==> src/rtl/data_reader_accum_pkg.sv <==
// Shared definitions for data_reader_accum: default widths, accumulator width
// and the frame FSM state encoding.
package data_reader_accum_pkg;

  localparam int unsigned DWIDTH_DEF    = 32;
  localparam int unsigned CNT_WIDTH_DEF = 7;
  localparam int unsigned SUM_W         = DWIDTH_DEF + CNT_WIDTH_DEF;

  // IDLE: waiting for a frame, ACC: summing a frame,
  // HOLD: result offered, DROP: result offered while a frame is discarded
  typedef enum logic [1:0] {
    ST_IDLE = 2'd0,
    ST_ACC  = 2'd1,
    ST_HOLD = 2'd2,
    ST_DROP = 2'd3
  } state_t;

endpackage

==> src/rtl/data_reader_accum_valid_delay_line.sv <==
// Delays the BRAM enable (run_i) by the read latency so the resulting vld
// lines up with the q data it qualifies.
//  clk, rst : clock, asynchronous active-high reset
//  run_i    : BRAM enable from data_reader
//  vld_o    : run_i delayed RD_LATENCY cycles
//  busy_o   : at least one read still travelling through the delay line
module data_reader_accum_valid_delay_line #(
  parameter int unsigned RD_LATENCY = 1
) (
  input  logic clk,
  input  logic rst,
  input  logic run_i,
  output logic vld_o,
  output logic busy_o
);

  logic [RD_LATENCY-1:0] sr;

  // Shift register; bit 0 is the most recent run_i sample
  always_ff @(posedge clk or posedge rst) begin
    if (rst) sr <= '0;
    else     sr <= (sr << 1) | RD_LATENCY'(run_i);
  end

  assign vld_o  = sr[RD_LATENCY-1];
  assign busy_o = |sr;

endmodule

==> src/rtl/data_reader_accum.sv <==
// Consumes the data_reader BRAM stream and reduces each read burst (frame) to
// sum, sample count and unsigned max, offered on a valid/ready result port.
// The upstream cannot stall, so a frame arriving while a result is still
// unaccepted is discarded and flagged on the sticky lost_o.
//  clk, rst         : clock, asynchronous active-high reset
//  run_i, q_i       : data_reader BRAM enable and read data
//  res_ready_i      : consumer accepts the held result
//  clr_lost_i       : clears lost_o (a simultaneous new drop wins)
//  res_valid_o      : result held and valid
//  res_sum_o/cnt/max: frame sum, sample count, largest sample
//  idle_o           : IDLE with no read in flight
//  lost_o           : at least one frame dropped
module data_reader_accum
  import data_reader_accum_pkg::*;
#(
  parameter int unsigned DWIDTH     = DWIDTH_DEF,
  parameter int unsigned CNT_WIDTH  = CNT_WIDTH_DEF,
  parameter int unsigned RD_LATENCY = 1
) (
  input  logic                        clk,
  input  logic                        rst,
  input  logic                        run_i,
  input  logic [DWIDTH-1:0]           q_i,
  input  logic                        res_ready_i,
  input  logic                        clr_lost_i,
  output logic                        res_valid_o,
  output logic [DWIDTH+CNT_WIDTH-1:0] res_sum_o,
  output logic [CNT_WIDTH-1:0]        res_cnt_o,
  output logic [DWIDTH-1:0]           res_max_o,
  output logic                        idle_o,
  output logic                        lost_o
);

  // Sized so a full-length frame of all-ones samples cannot overflow
  localparam int unsigned ACC_W = DWIDTH + CNT_WIDTH;

  state_t               state;
  logic                 vld;
  logic                 busy;
  logic [ACC_W-1:0]     acc_sum;
  logic [CNT_WIDTH-1:0] acc_cnt;
  logic [DWIDTH-1:0]    acc_max;

  data_reader_accum_valid_delay_line #(
    .RD_LATENCY (RD_LATENCY)
  ) u_vdl (
    .clk    (clk),
    .rst    (rst),
    .run_i  (run_i),
    .vld_o  (vld),
    .busy_o (busy)
  );

  // Decoded from flops only: no input-to-output path
  assign idle_o = (state == ST_IDLE) && !busy;

  // Frame FSM, accumulators and result registers
  always_ff @(posedge clk or posedge rst) begin
    if (rst) begin
      state       <= ST_IDLE;
      acc_sum     <= '0;
      acc_cnt     <= '0;
      acc_max     <= '0;
      res_valid_o <= 1'b0;
      res_sum_o   <= '0;
      res_cnt_o   <= '0;
      res_max_o   <= '0;
      lost_o      <= 1'b0;
    end else begin
      // A drop later in this block overrides the clear
      if (clr_lost_i) lost_o <= 1'b0;

      case (state)
        ST_IDLE: begin
          if (vld) begin
            acc_sum <= ACC_W'(q_i);
            acc_cnt <= CNT_WIDTH'(1);
            acc_max <= q_i;
            state   <= ST_ACC;
          end
        end

        ST_ACC: begin
          if (vld) begin
            acc_sum <= acc_sum + ACC_W'(q_i);
            acc_cnt <= acc_cnt + CNT_WIDTH'(1);
            if (q_i > acc_max) acc_max <= q_i;
          end else begin
            res_sum_o   <= acc_sum;
            res_cnt_o   <= acc_cnt;
            res_max_o   <= acc_max;
            res_valid_o <= 1'b1;
            state       <= ST_HOLD;
          end
        end

        ST_HOLD: begin
          if (res_ready_i) begin
            res_valid_o <= 1'b0;
            // A sample arriving on the accept cycle opens the next frame
            if (vld) begin
              acc_sum <= ACC_W'(q_i);
              acc_cnt <= CNT_WIDTH'(1);
              acc_max <= q_i;
              state   <= ST_ACC;
            end else begin
              state   <= ST_IDLE;
            end
          end else if (vld) begin
            lost_o <= 1'b1;
            state  <= ST_DROP;
          end
        end

        ST_DROP: begin
          if (res_ready_i) res_valid_o <= 1'b0;
          // Discard the rest of the frame even after the result is taken
          if (!vld) begin
            if (res_valid_o && !res_ready_i) state <= ST_HOLD;
            else                             state <= ST_IDLE;
          end
        end

        default: state <= ST_IDLE;
      endcase
    end
  end

endmodule

==> config.mk <==
export PLATFORM = sky130hd
export DESIGN_NAME = data_reader_accum
export DESIGN_NICKNAME = d
export VERILOG_FILES = /design/src/rtl/data_reader_accum_pkg.sv /design/src/rtl/data_reader_accum_valid_delay_line.sv /design/src/rtl/data_reader_accum.sv
export SDC_FILE = /design/constraint.sdc
export NUM_CORES = 1
export LEC_CHECK = 0
export CORE_ASPECT_RATIO = 1.4
export CORE_MARGIN = 5
export CORE_UTILIZATION = 35
export DETAILED_ROUTE_END_ITERATION = 16
export SLEW_MARGIN = 5
export SYNTH_ARGS = -nofsm -noshare
export SYNTH_HDL_FRONTEND = slang
export SYNTH_HIERARCHICAL = 1
export SYNTH_SLANG_ARGS = --single-unit
==> constraint.sdc <==
create_clock -name clk -period 4.5 [get_ports clk]
set_input_delay 0.45 -clock clk [delete_from_list [all_inputs] [get_ports clk]]
set_output_delay 0.45 -clock clk [all_outputs]
set_load 0.02 [all_outputs]
# == Word-level counts from Yosys, hierarchy flattened ==
# Index checks and enable logic that the tools add are counted.
# op_classes
addsub,2
n_mul,0
div_mod_pow,0
order_cmp,1
eq_ne,11
shift,0
mux,28
n_bitwise,1
n_reduce_logical,13
# op_table
cell,count
$mux 32,4
$mux 39,3
$pmux 39 s3,1
$pmux 32 s3,1
$add 39x32->39,1
$gt 32x32->1,1
$mux 7,3
$pmux 7 s3,1
$mux 2,6
$ne 2x2->1 const B,4
$pmux 2 s4,1
$reduce_and 4->1,2
$add 7x1->7 const B,1
$mux 1,7
$ne 2x1->1 const B,3
$reduce_and 3->1,2
$eq 2x2->1 const B,2
$ne 3x2->1 const B,1
$reduce_bool 3->1,1
$eq 2x1->1 const B,1
$logic_and 1x1->1,2
$logic_not 1->1,2
$logic_not 2->1,1
$pmux 1 s2,1
4 further kinds,4
# word_totals
ff_bits,161
latchBits,0
ram_bits,0
mem_bits_ro,0
inputBits,37
out_inout_bits,81
word_cells,66
memories,0

# == Logic depth before layout (Yosys ltp) ==
# logic_depth
depth_word,5
depth_mapped,11
depth_no_buf,11

# == By module ==
# The synthesis kept the hierarchy.
# modules_own_cells
mod,n_inst,cells_each,area_per_inst_um2,seq_area_each_um2
data_reader_accum,1,876,9008.6,4003.8
data_reader_accum_valid_delay_line,1,3,36.3,25.0

# == Worst setup path before layout ==
# OpenSTA, ideal clock, no wires.
# synth_path
kind,input to register
start,in q_i[0]
end,reg acc_sum[38]
setup_time_ps,78
arrival_ps,2681
required_time_ps,4422
setup_slack_ps,1741
path_stages,11
path_buffers,0
cell_sequence,ha_1 inv_1 fa_1 and2b_1 o2111ai_1 a211oi_1 o2111ai_1 a21oi_1 a32oi_1 or3_1 a21oi_1
# synth_between
elab_chain_len,3
# synth_lines
element,line_no,text
from (decl),data_reader_accum.sv:23,"input logic [DWIDTH-1:0] q_i,"
$add 39x32->39,data_reader_accum.sv:85,acc_sum <= acc_sum + ACC_W'(q_i);
$mux 39,data_reader_accum.sv:84,if (vld) begin
$pmux 39 s3,data_reader_accum.sv:73,case (state)
to (signal assigned),data_reader_accum.sv:76,acc_sum <= ACC_W'(q_i);
to (signal assigned),data_reader_accum.sv:85,
to (signal assigned),data_reader_accum.sv:102,acc_sum <= ACC_W'(q_i);
to (decl),data_reader_accum.sv:40,logic [ACC_W-1:0] acc_sum;
# Every way passes these cells. The select of a mux whose other input is x is not followed.
# A chain may end at the register's enable or synchronous reset.

# == Final worst setup path ==
# layout_path
start,in q_i[0]
end,reg acc_sum[36]
# Same word-level chain as after synthesis.

==> metrics <==
core area 0.0255 mm^2; synth-to-layout area growth 23.2%; Worst setup SP type input pin; vias per cell 5.21; Routed WL 22500 um; Filler cells 2419; Post-DP Area 0.0106 mm^2; Yosys cell types 52; final-report hold violation count 0; CP Capture Type flop; worst reg-to-reg path cell count 11; fin crit period 3220 ps; RSZ-0062 raised after global routing no; worst slew pin tran 1040 ps; type of the worst setup path in -> reg; area share of the largest cell type after synthesis 44.5%; vias in the first global route 7053; setup bufs post-CTS 0; cts bufs inserted 17; total global-route track usage 15.7%; Worst Setup SP q_i[0]; met3 GRT Util 2.94%; Initial Util 35.5%; Pwr Density 642 mW/mm^2; GP Congestion 0.883; H-tree depth 4; Slew Viols, Final 0; synth warn 6; post-route cell area 0.0111 mm^2; reg2reg setup slack 1490 ps; CTS tree done; placement row count 69; drc violations 0; Routed Antenna Nets 0; CTS Buffer Depth 2; largest area contributor in the netlist dfrtp_1; GR Layer Usage met2 28.0%; Final nets 1086; initial antenna violation count 0; outcome finished clean; Port Buf Inserts 117; Seq/Total Area, Yosys 44.5%; DR vias 6845; headroom to the max-slew limit 30.5%; clk_skew 12.0 ps; Worst-Skew Late Latency 430 ps; post-DP HPWL 16700 um; Yosys reg bits 161; Post-synth ARST share 100%; Clock transition at path regs 60 ps; Initial DRC Count 382; Max Clk Rate 311 MHz; reg2reg end acc_sum[36]; max-cap viol count 0; synthesized area 0.00904 mm^2; met1 usage 18.8%; diode count 0; Crit path max-delay family compound AO/OA/AOI/OAI gates; CP cell instances clkdlybuf4s50_1 -> ha_1 -> inv_1 -> fa_1 -> and2b_1 -> o2111ai_1 -> a211oi_1 -> o2111ai_1 -> a21oi_1 -> a32oi_1 -> or3_1 -> a21oi_1; Required @ worst endpoint 4850 ps; final setup fails 0; worst vdd ir 0.282 mV; CP Depth 12; die area 0.0292 mm^2; layout cells sized above 1 15.7%; final worst-path cycle share 71.4%; total gr overflow 0; CTS Hold Bufs 0; GRT busiest layer met2; Slowest-stage cell, CP clkdlybuf4s50_1; first-pass GRT wire length 37200 um; launching point of the worst reg2reg path acc_sum[0]; Clock Sinks 161; leakage power 4.91 nW; crit path DAT 3560 ps; hold_ws 233 ps; Die Ht 200 um; worst hold path type in -> async; drt wl/cell 17.1 um; Root Driver clkbuf_16; synthesized area per cell 10.3 um^2; biggest cell delay along the critical path 540 ps; crit path buf inv count 2; I/O pins 118; post-route setup TNS 0 ps; largest net degree at the start of global routing 161; gate count of the mapped netlist 879; Crit Path Max Fanout 6; Critical Path End acc_sum[36]; post-synthesis net count 982; Die W 146 um; largest cells by area after synthesis dfrtp_1, mux2_2, ha_1; Top FF cell, synth dfrtp_1; Post-synth EDFFs 0; TritonRoute pass-1 iters 4; PostCTS Resize Cnt 0
## cells in the final DEF (no fill, tap or decap), types with 3 or more instances in the layout
cell type,netlist,final
xnor2_1,9,9
clkbuf_16,0,17
a21o_1,27,27
nor2_1,47,46
inv_1,46,45
o2111ai_1,3,3
nor3_1,10,10
mux2_2,109,109
a211oi_1,6,6
nand4_1,20,20
o21bai_1,9,9
nor2b_1,5,5
a31oi_1,14,14
clkinvlp_4,0,6
a21oi_1,80,80
o21ai_0,47,47
o21ai_1,3,3
ha_1,65,65
o21a_1,13,13
o211ai_1,8,8
or3_1,9,9
nand3_1,18,18
nand2_1,64,64
and3_1,13,13
buf_4,1,8
and2_1,3,3
clkdlybuf4s50_1,0,117
xor2_1,14,14
dfrtp_1,161,161
## metrics by stage
stage	power, W	setup slack [ps]	instances	util [%]
final	0.00715	1280	1315	43.7
after global routing	0.00767	992	1315	43.7
after CTS	0.00725	1240	1315	43.7
after detailed placement	0.00577	768	1283	41.5
after global placement	0.00572	878	1283	41.5
after floorplan	0.00450	1740	879	-
## logic make-up (layout without fill, tap and decap cells)
family | Yosys count | after routing | synth area share [%]
AOI/OAI and AO/OA | 231 | 231 | 16.1
and+or+nand+nor | 199 | 199 | 10.4
DFF | 161 | 161 | 44.5
muxes | 111 | 111 | 13.8
buffers and inverters | 88 | 205 | 3.76
adders and majority gates | 66 | 66 | 9.21
xor gates and xnor gates | 23 | 23 | 2.23
## cell type report
type	count	area, um^2	share of cell area (%)
flip-flops and latches	161	4030	36.2
repair buffers	127	1270	11.4
well taps	319	399	3.58
inverters	46	176	1.58
clock inverters	12	134	1.20
multi-input cells	630	4690	42.1
clock buffers	20	447	4.01
## where the power goes
part	leakage (nW)	switching, W	internal (W)
combinational	2.69	0.00175	0.00159
clock	0.269	0.000610	0.000833
sequential	1.95	0.000372	0.00200
total	4.91	0.00273	0.00443
## Yosys cell counts, drive strengths merged, types with 2 or more instances
| cell type | number |
|---|---|
| a2111o | 2 |
| a211oi | 6 |
| a21o | 27 |
| a21oi | 80 |
| a221oi | 2 |
| a31oi | 14 |
| a41oi | 2 |
| and2 | 3 |
| and3 | 13 |
| buf | 6 |
| clkbuf | 36 |
| dfrtp | 161 |
| ha | 65 |
| inv | 46 |
| mux2 | 109 |
| mux2i | 2 |
| nand2 | 64 |
| nand2b | 3 |
| nand3 | 18 |
| nand4 | 20 |
| nor2 | 47 |
| nor2b | 5 |
| nor3 | 10 |
| nor4 | 2 |
| o2111ai | 3 |
| o211ai | 8 |
| o21a | 14 |
| o21ai | 50 |
| o21bai | 10 |
| o22ai | 2 |
| o31ai | 2 |
| or3 | 9 |
| or4 | 2 |
| xnor2 | 9 |
| xor2 | 14 |
## flip-flops by register name, indices dropped and copies added (netlist names)
name,count
res_sum_o,39
state,2
acc_cnt,7
res_cnt_o,7
res_max_o,32
u_vdl/busy_o,1
res_valid_o,1
acc_sum,39
lost_o,1
acc_max,32
## worst min-delay path by stage
stage	from	slack (ps)	end
floorplan	rst	180	u_vdl/busy_o
finish	rst	230	u_vdl/busy_o
CTS	rst	200	u_vdl/busy_o
global placement	res_max_o[11]	490	res_max_o[11]
detailed placement	res_sum_o[36]	490	res_sum_o[36]
global route	rst	240	u_vdl/busy_o
## layer usage
layer | share of wire, % | vias to the layer above | routed length, um
li1 | - | 3386 | -
met1 | 43 | 3319 | 9650
met2 | 52 | 124 | 11700
met3 | 3.7 | 16 | 827
met4 | 1.8 | 0 | 395
met5 | 0 | - | 0
Note: power is estimated with default switching activity, not from simulation.
